## config.mk

```make
export PLATFORM = sky130hd
export DESIGN_NAME = dmem_arbiter_flat
export DESIGN_NICKNAME = d
export VERILOG_FILES = /design/src/rtl/dmem_arbiter_if.sv /design/src/rtl/dmem_arbiter.sv /design/src/flat_wrapper.sv
export SDC_FILE = /design/constraint.sdc
export NUM_CORES = 1
export LEC_CHECK = 0
export ABC_AREA = 0
export CORE_MARGIN = 4
export CORE_UTILIZATION = 32
export DETAILED_ROUTE_END_ITERATION = 8
export HOLD_SLACK_MARGIN = 0.08
export PLACE_DENSITY_LB_ADDON = 0.05
export SLEW_MARGIN = 20
export SYNTH_ARGS = -nofsm -noshare
export SYNTH_HDL_FRONTEND = slang
export SYNTH_SLANG_ARGS = --single-unit
```

## constraint.sdc

```tcl
create_clock -name clk -period 2.25 [get_ports clk]
set_input_delay 0.5625 -clock clk [delete_from_list [all_inputs] [get_ports clk]]
set_output_delay 0.5625 -clock clk [all_outputs]
set_load 0.05 [all_outputs]
```

## src/rtl/dmem_arbiter_if.sv

```systemverilog
// Request-side bus of the data memory arbiter: one instance per requester.
// The master drives the request; the arbiter (slave) returns ready and read data.
interface dmem_arbiter_if #(
  parameter int ADDR_WIDTH = 14
) ();
  logic                  valid;
  logic                  ready;
  logic [ADDR_WIDTH-1:0] addr;
  logic [31:0]           wdata;
  logic [3:0]            wstrb;
  logic                  rvalid;
  logic [31:0]           rdata;

  modport master (
    output valid, addr, wdata, wstrb,
    input  ready, rvalid, rdata
  );

  modport slave (
    input  valid, addr, wdata, wstrb,
    output ready, rvalid, rdata
  );
endinterface

```

## src/rtl/dmem_arbiter.sv

```systemverilog
// Two-port arbiter in front of the single-port synchronous data memory.
// Define DMEM_ARB_RR_EN for round-robin contention; default is port-0 priority with a starvation guard.
module dmem_arbiter #(
  parameter int ADDR_WIDTH   = 14,
  parameter int STARVE_LIMIT = 8
) (
  input  logic                  clk,
  input  logic                  reset,
  dmem_arbiter_if.slave         req0,
  dmem_arbiter_if.slave         req1,
  output logic [ADDR_WIDTH-1:0] mem_adra,
  output logic [31:0]           mem_dina,
  output logic [3:0]            mem_wea,
  input  logic [31:0]           mem_douta
);

  logic grant0;
  logic grant1;
  logic win1;
  logic rd_pend_q;
  logic rd_pend_d;
  logic rd_owner_q;
  logic rd_owner_d;

`ifdef DMEM_ARB_RR_EN
  logic last_grant_q;
  logic last_grant_d;

  // The port that did not win last time takes a contested cycle.
  assign win1 = (last_grant_q == 1'b0);

  always_comb begin
    last_grant_d = last_grant_q;
    if (grant0) begin
      last_grant_d = 1'b0;
    end else if (grant1) begin
      last_grant_d = 1'b1;
    end
  end

  always_ff @(posedge clk) begin
    if (reset) begin
      last_grant_q <= 1'b1;
    end else begin
      last_grant_q <= last_grant_d;
    end
  end
`else
  localparam logic [7:0] STARVE_MAX = 8'(STARVE_LIMIT);

  logic [7:0] starve_cnt_q;
  logic [7:0] starve_cnt_d;

  assign win1 = (starve_cnt_q == STARVE_MAX);

  // Counts consecutive refused cycles of port 1, holding once the limit is reached.
  always_comb begin
    starve_cnt_d = '0;
    if (req1.valid && !grant1) begin
      if (starve_cnt_q == STARVE_MAX) begin
        starve_cnt_d = starve_cnt_q;
      end else begin
        starve_cnt_d = starve_cnt_q + 8'd1;
      end
    end
  end

  always_ff @(posedge clk) begin
    if (reset) begin
      starve_cnt_q <= '0;
    end else begin
      starve_cnt_q <= starve_cnt_d;
    end
  end
`endif

  always_comb begin
    grant0 = 1'b0;
    grant1 = 1'b0;
    if (!reset) begin
      if (req0.valid && req1.valid) begin
        grant1 = win1;
        grant0 = !win1;
      end else begin
        grant0 = req0.valid;
        grant1 = req1.valid;
      end
    end
  end

  assign req0.ready = grant0;
  assign req1.ready = grant1;

  // Idle cycles still present port 0's address so the memory port is never undriven.
  always_comb begin
    mem_adra = req0.addr;
    mem_dina = req0.wdata;
    mem_wea  = 4'b0000;
    if (grant1) begin
      mem_adra = req1.addr;
      mem_dina = req1.wdata;
      mem_wea  = req1.wstrb;
    end else if (grant0) begin
      mem_wea  = req0.wstrb;
    end
  end

  always_comb begin
    rd_pend_d  = 1'b0;
    rd_owner_d = rd_owner_q;
    if (grant0 && req0.wstrb == 4'b0000) begin
      rd_pend_d  = 1'b1;
      rd_owner_d = 1'b0;
    end else if (grant1 && req1.wstrb == 4'b0000) begin
      rd_pend_d  = 1'b1;
      rd_owner_d = 1'b1;
    end
  end

  always_ff @(posedge clk) begin
    if (reset) begin
      rd_pend_q  <= 1'b0;
      rd_owner_q <= 1'b0;
    end else begin
      rd_pend_q  <= rd_pend_d;
      rd_owner_q <= rd_owner_d;
    end
  end

  assign req0.rvalid = rd_pend_q && (rd_owner_q == 1'b0);
  assign req1.rvalid = rd_pend_q && (rd_owner_q == 1'b1);
  assign req0.rdata  = mem_douta;
  assign req1.rdata  = mem_douta;

endmodule

```

## src/flat_wrapper.sv

```systemverilog
// flat-port wrapper written by rule: the top's interface ports become plain ports
module dmem_arbiter_flat 
#(
  parameter int ADDR_WIDTH   = 14,
  parameter int STARVE_LIMIT = 8
)
  (clk, reset, mem_adra, mem_dina, mem_wea, mem_douta, req0_valid, req0_addr, req0_wdata, req0_wstrb, req0_ready, req0_rvalid, req0_rdata, req1_valid, req1_addr, req1_wdata, req1_wstrb, req1_ready, req1_rvalid, req1_rdata);
  dmem_arbiter_if #(.ADDR_WIDTH(ADDR_WIDTH)) req0_i ();
  dmem_arbiter_if #(.ADDR_WIDTH(ADDR_WIDTH)) req1_i ();
  input  logic clk;
  input  logic reset;
  output logic [ADDR_WIDTH-1:0] mem_adra;
  output logic [31:0] mem_dina;
  output logic [3:0] mem_wea;
  input  logic [31:0] mem_douta;
  input wire logic [$bits(req0_i.valid)-1:0] req0_valid;
  input wire logic [$bits(req0_i.addr)-1:0] req0_addr;
  input wire logic [$bits(req0_i.wdata)-1:0] req0_wdata;
  input wire logic [$bits(req0_i.wstrb)-1:0] req0_wstrb;
  output wire logic [$bits(req0_i.ready)-1:0] req0_ready;
  output wire logic [$bits(req0_i.rvalid)-1:0] req0_rvalid;
  output wire logic [$bits(req0_i.rdata)-1:0] req0_rdata;
  input wire logic [$bits(req1_i.valid)-1:0] req1_valid;
  input wire logic [$bits(req1_i.addr)-1:0] req1_addr;
  input wire logic [$bits(req1_i.wdata)-1:0] req1_wdata;
  input wire logic [$bits(req1_i.wstrb)-1:0] req1_wstrb;
  output wire logic [$bits(req1_i.ready)-1:0] req1_ready;
  output wire logic [$bits(req1_i.rvalid)-1:0] req1_rvalid;
  output wire logic [$bits(req1_i.rdata)-1:0] req1_rdata;
  assign req0_i.valid = req0_valid;
  assign req0_i.addr = req0_addr;
  assign req0_i.wdata = req0_wdata;
  assign req0_i.wstrb = req0_wstrb;
  assign req0_ready = req0_i.ready;
  assign req0_rvalid = req0_i.rvalid;
  assign req0_rdata = req0_i.rdata;
  assign req1_i.valid = req1_valid;
  assign req1_i.addr = req1_addr;
  assign req1_i.wdata = req1_wdata;
  assign req1_i.wstrb = req1_wstrb;
  assign req1_ready = req1_i.ready;
  assign req1_rvalid = req1_i.rvalid;
  assign req1_rdata = req1_i.rdata;
  dmem_arbiter #(.ADDR_WIDTH(ADDR_WIDTH), .STARVE_LIMIT(STARVE_LIMIT)) u_core (.clk(clk), .reset(reset), .req0(req0_i), .req1(req1_i), .mem_adra(mem_adra), .mem_dina(mem_dina), .mem_wea(mem_wea), .mem_douta(mem_douta));
endmodule
```

Word-level counts from Yosys, hierarchy flattened
Index checks and enable logic that the tools add are counted.
{"block": "op_classes", "n_reduce_logical": 12, "mux": 10, "eq_ne": 1, "n_bitwise": 2, "add_sub_neg": 1}
{"op": "2-to-1 mux 32 bit", "n": 1}
{"op": "2-to-1 mux 14 bit", "n": 1}
{"op": "adder 8 x 1 -> 8 bit, second input constant", "n": 1}
{"op": "equality test 8 x 4 -> 1 bit, second input constant", "n": 1}
{"op": "logical NOT 4 bit", "n": 2}
{"op": "2-to-1 mux 4 bit", "n": 2}
{"op": "logical AND 1 bit", "n": 6}
{"op": "2-to-1 mux 1 bit", "n": 6}
{"op": "OR reduction 2 bit", "n": 2}
{"op": "logical NOT 1 bit", "n": 2}
{"op": "inverter 1 bit", "n": 2}
{"block": "word_totals", "register_bits": 10}

Depth between registers and ports, before layout
{"block": "depth", "depth_word": 7, "mapped_depth": 7, "depth_no_buf": 5}

Worst setup path after synthesis
No wires, ideal clock.
{"block": "synth_path", "path_type": "register to output", "startpoint": "register u_core.starve_cnt_q[0]", "endpoint": "output mem_wea[0]", "arrival_time_ns": 2.958, "stages_incl_launch_ff": 6, "slack_ns": -1.270, "required_time_ns": 1.688, "path_cell_list": "dfxtp_1 -> inv_1 -> ha_1 -> nor4b_1 -> a311oi_1 -> a32o_1"}
{"block": "synth_via", "elab_chain_cells": 6, "word_cells_on_any_way": 8, "cone_classes": "eq/ne: 1; mux: 6; reduce/logical: 1"}
{"item": "start: declaration", "line_no": "dmem_arbiter.sv:51", "text": "logic [7:0] starve_cnt_q;"}
{"item": "start signal: assignment", "line_no": "dmem_arbiter.sv:72", "text": "starve_cnt_q <= starve_cnt_d;"}
{"item": "equality test 8 x 4 -> 1 bit", "line_no": "dmem_arbiter.sv:54", "text": "assign win1 = (starve_cnt_q == STARVE_MAX);"}
{"item": "logical NOT 1 bit", "line_no": "dmem_arbiter.sv:83", "text": "grant0 = !win1;"}
{"item": "2-to-1 mux 1 bit", "line_no": "dmem_arbiter.sv:81", "text": "if (req0.valid && req1.valid) begin"}
{"item": "2-to-1 mux 1 bit", "line_no": "dmem_arbiter.sv:80", "text": "if (!reset) begin"}
{"item": "via req0_ready", "line_no": "flat_wrapper.sv:20", "text": "output wire logic [$bits(req0_i.ready)-1:0] req0_ready;"}
{"item": "2-to-1 mux 4 bit", "line_no": "dmem_arbiter.sv:103", "text": "end else if (grant0) begin"}
{"item": "2-to-1 mux 4 bit", "line_no": "dmem_arbiter.sv:99", "text": "if (grant1) begin"}
{"item": "end: declaration", "line_no": "flat_wrapper.sv:14", "text": "output logic [3:0] mem_wea;"}
The timed path passes the listed nets, and every way through them passes these cells.

Final worst setup path
{"block": "layout_path", "startpoint": "register u_core.starve_cnt_q[1]", "endpoint": "output mem_dina[24]"}
{"block": "layout_via", "elab_chain_cells": 4}
{"item": "equality test 8 x 4 -> 1 bit", "line_no": "dmem_arbiter.sv:54"}
{"item": "2-to-1 mux 1 bit", "line_no": "dmem_arbiter.sv:81"}
{"item": "2-to-1 mux 1 bit", "line_no": "dmem_arbiter.sv:80"}
{"item": "2-to-1 mux 32 bit", "line_no": "dmem_arbiter.sv:99"}
{"item": "end: declaration", "line_no": "flat_wrapper.sv:13", "text": "output logic [31:0] mem_dina;"}
Every way passes these cells.

==> metrics.cfg <==
[status]
status=finished with violations
violations=setup timing

[worst_setup_path]
arrival_ns=2.00
path_class=reg2out
required_ns=1.69
critPathMaxFanout=25
start_kind=flip-flop
end_kind=output pin

[placement]
dp_hpwl_um=8480
port_buffers=157
globalplace.congestion=0.754
dpl-instance-area_sq_mm=0.00482

[cts]
insertion_delay_ns=0.23
cts-root-buf=clkbuf_8
cts_max_path_buffers=2
cts_htree_levels=1
cts_buffers=3
cts_tree=done
clk_pin_slew_ns=0.04
cts.sinks=10

[yosys]
synth_area_per_cell_sq_um=7.02
synth_commonest_cells=buf_4, a21oi_1, nand3_1
synthSimpleGateAreaFrac=0.397
synthMuxAreaShare=0
synth-edff-count=0
yosysWarningCount=0
yosysUniqueCellTypes=33
syn_area_sq_mm=0.00287
synth.most_common_cell=buf_4
synth_compound_area_frac=0.254
postSynthCellCount=408
yosys.area_share.adder=0.00873
synth_top_family_by_area=simple AND/OR/NAND/NOR gates
synth_area_leader_cell=buf_4
ys_async_sr_fraction=0
synth_flop_cell=dfxtp_1
ys_seq_elements=10
syn_nets=546
yosysSeqAreaShare=0.0699
synth.area.top_cells=buf_4, nor4bb_1, o211ai_1
netlist.area_leader.share=0.168
synth_xor_area_frac=0.00917

[pwr]
totalPowerFinal_mw=1.48
p_per_area_mw_per_mm2=294
ir_drop_mv=0.399
leakagePower_nw=1.88

[sta]
finalClockSkew_ns=0.00304
achievable-frequency_mhz=390
tns_ns=-13.45
hold_violations=0
relSlewSlack=0.566
fin_crit_ns=2.56
period_share=1.14
finalSetupViolCount=52
rsz0062_at_grt=yes
setup_ws_ns=-0.311
holdWs_ns=0.523
worst_pin_slew_ns=0.648
drv_slew=0

[die]
ios=254
dieArea_sq_mm=0.0105
start_util=0.329
core_region_area_sq_mm=0.00872
chipWidth_um=103
placementRows=34
die_h_um=103

[job]
drv_cap=0

[global_route]
grt_max_degree=38
grt_overflow_total=0
grt_usage=0.206
first_global_vias=3646
antenna_found_initial=0
grt_pass1_wl_um=18000

[routing]
via_per_inst=5.99
drtIter0Drc=219
wire_per_inst_um=19.0
dr.pass1.iters=4
ant_nets=0
wl_um=11500
vias=3627
drc=0

[final_layout]
antennaDiodeCount=0
areaGrowthSynthToFinish_pct=76.4
post-route-util=0.579
drive_gt1_frac=0.345
final_cell_area_sq_mm=0.00505
finalNetCount=638

[min_path]
hold_path_class=reg2reg

-- flip-flops by register name, indices dropped and copies added (netlist names) --
signal               count
u_core.rd_owner_q        1
u_core.rd_pend_q         1
u_core.starve_cnt_q      8
-- worst paths after layout --
check	slack, ns	cells after the start	to	start
max	-0.31	7	mem_dina[24]	u_core.starve_cnt_q[1]$_SDFFE_PP0P_
min	0.52	2	u_core.starve_cnt_q[0]$_SDFFE_PP0P_	u_core.starve_cnt_q[0]$_SDFFE_PP0P_
max reg2reg	0.23	6	u_core.starve_cnt_q[4]$_SDFFE_PP0P_	u_core.starve_cnt_q[1]$_SDFFE_PP0P_
min reg2reg	0.52	2	u_core.starve_cnt_q[0]$_SDFFE_PP0P_	u_core.starve_cnt_q[0]$_SDFFE_PP0P_
-- logic make-up (layout without fill, tap and decap cells) --
group                      Yosys count  count (layout)
AOI/OAI and AO/OA                  108             108
buffers and inverters              121             211
adders and majority gates            2               2
xor gates and xnor gates             3               3
DFF                                 10              10
and+or+nand+nor                    164             164
-- where the power goes --
group / internal (mW) / switching, mW / total (mW)
Combinational: 0.505 / 0.623 / 1.13
Sequential: 0.179 / 0.000803 / 0.180
Clock: 0.116 / 0.0601 / 0.176
Total: 0.801 / 0.684 / 1.48
-- area by class of cell --
cell class              instances  area (sq um)
clock buffers                   3          41.3
fillers                       785          3670
inverters                       6          22.5
multi-input cells             277          2520
flip-flops and latches         10           203
well taps                     108           135
repair buffers                202          2130
-- routing by layer --
| metal | up-vias | track usage | share of wire |
|---|---|---|---|
| met2 | 133 | 0.367 | 0.51 |
| li1 | 1721 | - | - |
| met4 | 0 | 0.0474 | 0.013 |
| met3 | 23 | 0.0372 | 0.077 |
| met5 | - | 0 | 0 |
| met1 | 1750 | 0.256 | 0.40 |
-- worst max-delay path, stage by stage (launching register included) --
cell	delay [ns]
dfxtp_2	0.31
inv_2	0.06
ha_4	0.13
or4b_4	0.52
buf_12	0.19
o211ai_1	0.27
nand3_4	0.11
buf_6	0.16
-- per-stage QoR --
stage | instances | setup WS (ns)
3_5_place_dp | 600 | -0.434
2_1_floorplan | 408 | -0.0706
6_report | 606 | -0.311
4_1_cts | 606 | -0.325
3_3_place_gp | 600 | -0.385
5_1_grt | 606 | -0.404
-- cell usage in the layout (no fill, tap or decap), types with 3 or more instances in the layout --
| master | instances |
|---|---|
| buf_4 | 40 |
| nor2_1 | 5 |
| nand4_1 | 47 |
| clkbuf_8 | 3 |
| dfxtp_1 | 8 |
| a21oi_1 | 50 |
| inv_1 | 4 |
| nand3_2 | 7 |
| or3_1 | 3 |
| clkdlybuf4s50_1 | 102 |
| nor4bb_1 | 46 |
| a32o_2 | 4 |
| buf_12 | 17 |
| nand3_1 | 3 |
| nand3_4 | 39 |
| o211ai_1 | 40 |
| o211ai_2 | 5 |
| nor4_1 | 3 |
| o21ai_0 | 3 |
| buf_6 | 40 |
-- repair_timing --
action	in CTS	in global routing
setup buffers	3	0
setup endpoints to repair	52	52
hold buffers	0	0
pin swaps	5	7
gates resized for setup	43	0
Power figures use the tool's default switching activity.
